==> config.mk <==
export PLATFORM = sky130hd
export DESIGN_NAME = fetch_ctrl
export DESIGN_NICKNAME = d
export VERILOG_FILES = /design/src/rtl/fetch_ctrl.sv
export SDC_FILE = /design/constraint.sdc
export NUM_CORES = 1
export LEC_CHECK = 0
export ABC_AREA = 1
export BUFFER_PORTS_ARGS = -buffer_cell sky130_fd_sc_hd__buf_2
export CORE_MARGIN = 1
export CORE_UTILIZATION = 30
export CTS_CLUSTER_DIAMETER = 40
export DETAILED_ROUTE_END_ITERATION = 6
export PLACE_DENSITY = 0.54
export SETUP_SLACK_MARGIN = 0.5
export SYNTH_ARGS = -nofsm -noshare
export SYNTH_HDL_FRONTEND = slang
export SYNTH_SLANG_ARGS = --single-unit
export TNS_END_PERCENT = 100
==> constraint.sdc <==
create_clock -name clk -period 7.4 [get_ports clk]
set_input_delay 2.22 -clock clk [delete_from_list [all_inputs] [get_ports clk]]
set_output_delay 2.22 -clock clk [all_outputs]
set_load 0.01 [all_outputs]
==> src/rtl/fetch_ctrl.sv <==
// Fetch controller between the PC register and decode: issues one instruction-memory request per fetch and presents the word to decode.
// Latency: request to id_valid is at least 2 cycles (grant, then read data). pc_next is combinational.
// Backpressure: the word is held while id_ready is low. With no enable on the PC register, pc_next == pc holds it.
//
// Ports:
//   clk, rst                       clock (rising edge), async active-high reset
//   pc / pc_next                   current pc in, next pc out (feeds the PC register)
//   imem_req/addr/gnt              request handshake (addr = pc)
//   imem_rvalid/rdata              in-order read data, one beat per granted request
//   id_valid/ready/instr/pc        registered instruction to decode
//   redirect_valid/target          taken branch/jump; target bits [1:0] forced to 0
// Optional build macro FETCH_CTRL_PERF_EN adds perf_fetched and perf_stalls counters.
module fetch_ctrl #(
    parameter int n   = 32,
    parameter int IW  = 32,
    parameter int INC = 4
) (
    input  logic          clk,
    input  logic          rst,
    input  logic [n-1:0]  pc,
    output logic [n-1:0]  pc_next,
    output logic          imem_req,
    output logic [n-1:0]  imem_addr,
    input  logic          imem_gnt,
    input  logic          imem_rvalid,
    input  logic [IW-1:0] imem_rdata,
    output logic          id_valid,
    input  logic          id_ready,
    output logic [IW-1:0] id_instr,
    output logic [n-1:0]  id_pc,
    input  logic          redirect_valid,
    input  logic [n-1:0]  redirect_target
`ifdef FETCH_CTRL_PERF_EN
    ,
    output logic [31:0]   perf_fetched,
    output logic [31:0]   perf_stalls
`endif
);

    localparam logic [2:0] S_IDLE  = 3'd0;
    localparam logic [2:0] S_REQ   = 3'd1;
    localparam logic [2:0] S_WAIT  = 3'd2;
    localparam logic [2:0] S_HOLD  = 3'd3;
    localparam logic [2:0] S_DRAIN = 3'd4;

    localparam logic [n-1:0] INC_N = n'(INC);

    logic [2:0] state;
    logic [2:0] state_d;
    logic       load;

    assign imem_req  = (state == S_REQ);
    assign imem_addr = pc;

    always_comb begin
        state_d = state;
        load    = 1'b0;
        pc_next = pc;
        case (state)
            S_IDLE: state_d = S_REQ;
            S_REQ: begin
                // A request granted in the same cycle as a redirect is still
                // outstanding; its response has to be swallowed in DRAIN.
                if (imem_gnt) state_d = redirect_valid ? S_DRAIN : S_WAIT;
            end
            S_WAIT: begin
                if (imem_rvalid) begin
                    if (redirect_valid) begin
                        state_d = S_REQ;
                    end else begin
                        load    = 1'b1;
                        pc_next = pc + INC_N;
                        state_d = S_HOLD;
                    end
                end else if (redirect_valid) begin
                    state_d = S_DRAIN;
                end
            end
            S_HOLD: begin
                if (redirect_valid || id_ready) state_d = S_REQ;
            end
            S_DRAIN: begin
                if (imem_rvalid) state_d = S_REQ;
            end
            default: state_d = S_IDLE;
        endcase
        if (redirect_valid) pc_next = {redirect_target[n-1:2], 2'b00};
        // The PC register keeps running during reset; keep it parked.
        if (rst) pc_next = pc;
    end

    always_ff @(posedge clk or posedge rst) begin
        if (rst) begin
            state    <= S_IDLE;
            id_valid <= 1'b0;
            id_instr <= '0;
            id_pc    <= '0;
        end else begin
            state    <= state_d;
            // HOLD is only ever entered by a load, so id_valid mirrors it.
            id_valid <= (state_d == S_HOLD);
            if (load) begin
                id_instr <= imem_rdata;
                id_pc    <= pc;
            end
        end
    end

`ifdef FETCH_CTRL_PERF_EN
    always_ff @(posedge clk or posedge rst) begin
        if (rst) begin
            perf_fetched <= '0;
            perf_stalls  <= '0;
        end else begin
            if (id_valid && id_ready) perf_fetched <= perf_fetched + 32'd1;
            if ((state == S_WAIT) || (state == S_DRAIN) || ((state == S_HOLD) && !id_ready))
                perf_stalls <= perf_stalls + 32'd1;
        end
    end
`endif

endmodule

# Word-level counts from Yosys, hierarchy flattened
# Index checks and enable logic that the tools add are counted.
# op_classes
n_addsub	1
n_eq_ne	5
n_reduce_logical	2
mux	15
# op_table
cell	count
32-bit 2-to-1 mux	4
32-bit by 3-bit adder with 32-bit output, second input constant	1
3-bit 2-to-1 mux	6
3-bit one-hot mux with 5 select lines	1
3-bit by 2-bit == test with 1-bit output, second input constant	3
3-bit by 1-bit == test with 1-bit output, second input constant	1
3-bit == test, second input constant	1
3-bit logical NOT	1
1-bit 2-to-1 mux	3
2-bit 2-to-1 mux	1
1-bit logical OR	1
# totals
in_bits	102
register_bits	68
output_inout_bits	130
word_cells	27

# Logic depth before layout (Yosys ltp)
# logic_depth
word_depth	5
depth_mapped	11
mapped_depth_nobuf	11

# Worst setup path after synthesis
# Ideal clock, no wire load.
# synth_path
path_type	input-to-output
from	input rst
to	output pc_next[28]
arrival_ns	5.302
required_time_ns	5.180
path_slack_ns	-0.122
stages	5
path_cell_list	buf_2 > inv_1 > buf_2 > buf_1 > o21ai_0
# synth_between
elab_chain_len	1
# synth_rtl
element	line_no	rtl
start: declaration	19	input logic rst,
32-bit 2-to-1 mux	89	if (rst) pc_next = pc;
end: declaration	21	output logic [n-1:0] pc_next,
# Every way passes these cells.

# Worst setup path in the final report
# layout_path
from	input redirect_valid
to	output pc_next[7]
# layout_between
elab_chain_len	2
# layout_rtl
element	line_no	rtl
start: declaration	31	input logic redirect_valid,
32-bit 2-to-1 mux	87	if (redirect_valid) pc_next = {redirect_target[n-1:2], 2'b00};
32-bit 2-to-1 mux	89	
# Every way passes these cells.

==> out/metrics.csv <==
metric;value;unit
run_status;completed;
tritoncts_clock_tree;done;
die_w;125;um
grt_start_max_net_pins;66;
max_slew_margin;52.4;%
maxSlewViolCount;0;
layout_worst_path_cycle_share;83.1;%
ys_ff_latch;68;
ant_cells;0;
max_freq;163;MHz
timing.reg2reg.worst_path_depth;8;
crit_fanout;39;
global_route.usage.total;19.7;%
power.switching_fraction;38.4;%
grt_first_pass_wirelength;23.7;mm
start_util;30.9;%
total_switching_power;0.653;mW
setup.worst_path.end;pc_next[7];
vias_in_the_first_global_route;4333;
cts.hold.buffers_added;0;
num-nets-final;954;
worstHoldPathCells;2;
vias_per_cell;4.60;
clock_power_share;24.3;%
route.detailed.drc;0;
routed_wl_per_cell;14.5;um
yosys.cell_types.count;34;
clock-skew-final;0.00464;ns
detailedRoute.firstIterationViolations;219;
post_cts_buffers;0;
crit_path_start;redirect_valid;
buffer_ports.inserted;229;
final_design_area_no_fill;5820;um2
intPower;1.05;mW
maximum_capacitance_violations;0;
dp_cells;1024;
synth_most_common_cell;sky130_fd_sc_hd__nand2_1;
drtAntennaViolNets;0;
timing.critical_path.to_type;output pin;
final_period_minus_worst_setup_slack;6.15;ns
vertical_die_dimension;125;um
crit-reg2reg-capture;id_instr[13];
vdd_ir_drop_max;0.134;mV
place_area;5530;um2
clock_tree.htree_level_count;3;
core_area;14600;um2
boundaryPins;232;
place.detailed.hpwl;11.6;mm
globalplace.congestion;0.861;
critical_path_source_type;input port;
synth_area_per_cell;6.83;um2
worst_path_required_time;5.18;ns
power_density;292;nW/um2
seqPwrFrac;37.8;%
asyncSetResetFlopFracSynth;100;%
worst_margin_slew;0.714;ns
clkSlewWorstSetupHoldPaths;0.06;ns
hold_path_class;reg -> reg;
setup.reg_to_reg.worst_slack;5.35;ns
ys.warnings.count;0;
cts.root.buffer_cell;sky130_fd_sc_hd__clkbuf_16;
layout.filler_cells;1653;
cts_made_buffers;9;
synth.net_count;764;
timing.critical_path.arrival;3.93;ns
vias;4789;
grt_overflow_total;0;
design.die.area;15500;um2
synth_enable_flop_cells;0;
r2r_start;state[0];
synth_top_area_cell;sky130_fd_sc_hd__dfrtp_1;
synth_area_leaders;sky130_fd_sc_hd__dfrtp_1, sky130_fd_sc_hd__nand2_1, sky130_fd_sc_hd__buf_4, sky130_fd_sc_hd__inv_1, sky130_fd_sc_hd__nand3_1;
postSynthCellCount;661;
detailedRoute.firstPassIterationCount;4;
final_hold_viol_count;0;
rows;44;
grt_antenna_before_repair;0;
clk_latency;0.34;ns
syn_area;4510;um2
setup-tns-final;0;ns
cts.repair.resized;0;
setup-violations-final;0;
stdcell_count;1040;
area_delta_synth_final;28.9;%
timing_worst_setup_path_type;in -> out;
synth.top_cells.by_count;sky130_fd_sc_hd__nand2_1, sky130_fd_sc_hd__dfrtp_1, sky130_fd_sc_hd__inv_1, sky130_fd_sc_hd__buf_4, sky130_fd_sc_hd__nor2_1;
seq_area_frac_synth;37.7;%
synthDominantCellAreaShare;37.7;%
clkSinkCount;68;
rsz0062_at_grt;no;
ys.flop_type;sky130_fd_sc_hd__dfrtp_1;
routed_wl;15.1;mm
share_comb_of_total_power;38.0;%
post_route_cells_drive_above_1_share;33.8;%
maximum_root_to_sink_buffer_count;2;
leakage_power;3.37;nW
==> how the worst min path moves through the flow <==
stage                   end  slack (ns)    startpoint
2_1_floorplan   id_instr[0]        0.51   id_instr[0]
3_3_place_gp   id_instr[21]        0.46  id_instr[21]
3_5_place_dp      id_pc[13]        0.46     id_pc[13]
4_1_cts           id_pc[13]        0.48     id_pc[13]
5_1_grt        id_instr[20]        0.49  id_instr[20]
6_report           id_pc[8]        0.47      id_pc[8]
==> per-layer routing <==
metal	GRT usage, %	routed length, um
met4	6.24	172
met3	4.47	943
met1	26.4	6930
met5	0	0
met2	31.3	7010
==> flip-flops by register name, summed over array words and instances, names as in the netlist <==
name	cells
id_pc	32
id_instr	32
id_valid	1
state	3
==> worst max-delay path, cell delays in order <==
cell                      delay [ns]
sky130_fd_sc_hd__buf_2          0.17
sky130_fd_sc_hd__inv_2          0.35
sky130_fd_sc_hd__nand2_4        0.34
sky130_fd_sc_hd__inv_2          0.38
sky130_fd_sc_hd__nand2_1        0.12
sky130_fd_sc_hd__o22ai_1        0.13
sky130_fd_sc_hd__a21oi_1        0.06
sky130_fd_sc_hd__buf_2          0.15
==> final cells by class <==
| type | count | area, um2 | area share, % |
|---|---|---|---|
| multi-input combinational | 479 | 2190 | 37.6 |
| sequential | 68 | 1700 | 29.3 |
| timing repair buffer | 235 | 1190 | 20.5 |
| tap | 184 | 230 | 3.96 |
| clock buffer | 9 | 225 | 3.87 |
| inverter | 58 | 220 | 3.79 |
| clock inverter | 7 | 58.8 | 1.01 |
==> through the flow <==
| step | setup WS (ns) | hold slack, ns | util (%) | total power [mW] |
|---|---|---|---|---|
| 6_report | 1.25 | 0.471 | 39.9 | 1.70 |
| 5_1_grt | 1.07 | 0.485 | 39.9 | 1.83 |
| 4_1_cts | 1.20 | 0.476 | 39.9 | 1.73 |
| 3_5_place_dp | 1.21 | 0.459 | 37.9 | 1.30 |
| 3_3_place_gp | 1.22 | 0.459 | 37.9 | 1.29 |
| 2_1_floorplan | 1.05 | 0.513 | - | 1.01 |
==> logic make-up after synthesis <==
group | share of synthesized area [%]
flops | 37.7
xor+xnor | 1.36
buf+inv | 13.9
compound gates | 8.76
simple gates | 38.0
fa+ha+maj | 0.277
==> power groups by stage <==
| stage | sequential [mW] | combinational (mW) | clock (mW) |
|---|---|---|---|
| after CTS | 0.643 | 0.657 | 0.427 |
| after global routing | 0.666 | 0.721 | 0.443 |
| final | 0.642 | 0.645 | 0.412 |
| after global placement | 0.641 | 0.650 | 0 |
| after floorplan | 0.729 | 0.278 | 0 |
| after detailed placement | 0.647 | 0.655 | 0 |
==> cells in the final DEF, fill, tap and decap left out, types with 2 or more instances in the layout <==
cell / count
sky130_fd_sc_hd__nand4_1: 12
sky130_fd_sc_hd__dfrtp_1: 68
sky130_fd_sc_hd__a21oi_1: 5
sky130_fd_sc_hd__inv_2: 7
sky130_fd_sc_hd__nand2_4: 2
sky130_fd_sc_hd__nand3_1: 34
sky130_fd_sc_hd__nor2_4: 4
sky130_fd_sc_hd__nor2_1: 35
sky130_fd_sc_hd__o21ai_1: 21
sky130_fd_sc_hd__clkinv_4: 2
sky130_fd_sc_hd__a31oi_1: 3
sky130_fd_sc_hd__buf_2: 229
sky130_fd_sc_hd__xor2_1: 6
sky130_fd_sc_hd__o211ai_1: 4
sky130_fd_sc_hd__inv_1: 50
sky130_fd_sc_hd__clkinvlp_4: 2
sky130_fd_sc_hd__o21ai_0: 18
sky130_fd_sc_hd__o21ai_2: 8
sky130_fd_sc_hd__nand2_2: 2
sky130_fd_sc_hd__nand3_2: 3
sky130_fd_sc_hd__nand2_1: 299
sky130_fd_sc_hd__buf_4: 6
sky130_fd_sc_hd__o22ai_1: 5
sky130_fd_sc_hd__nor2_2: 8
sky130_fd_sc_hd__inv_6: 3
sky130_fd_sc_hd__nor3_1: 2
sky130_fd_sc_hd__clkbuf_16: 9
(Power assumes the default switching activity.)
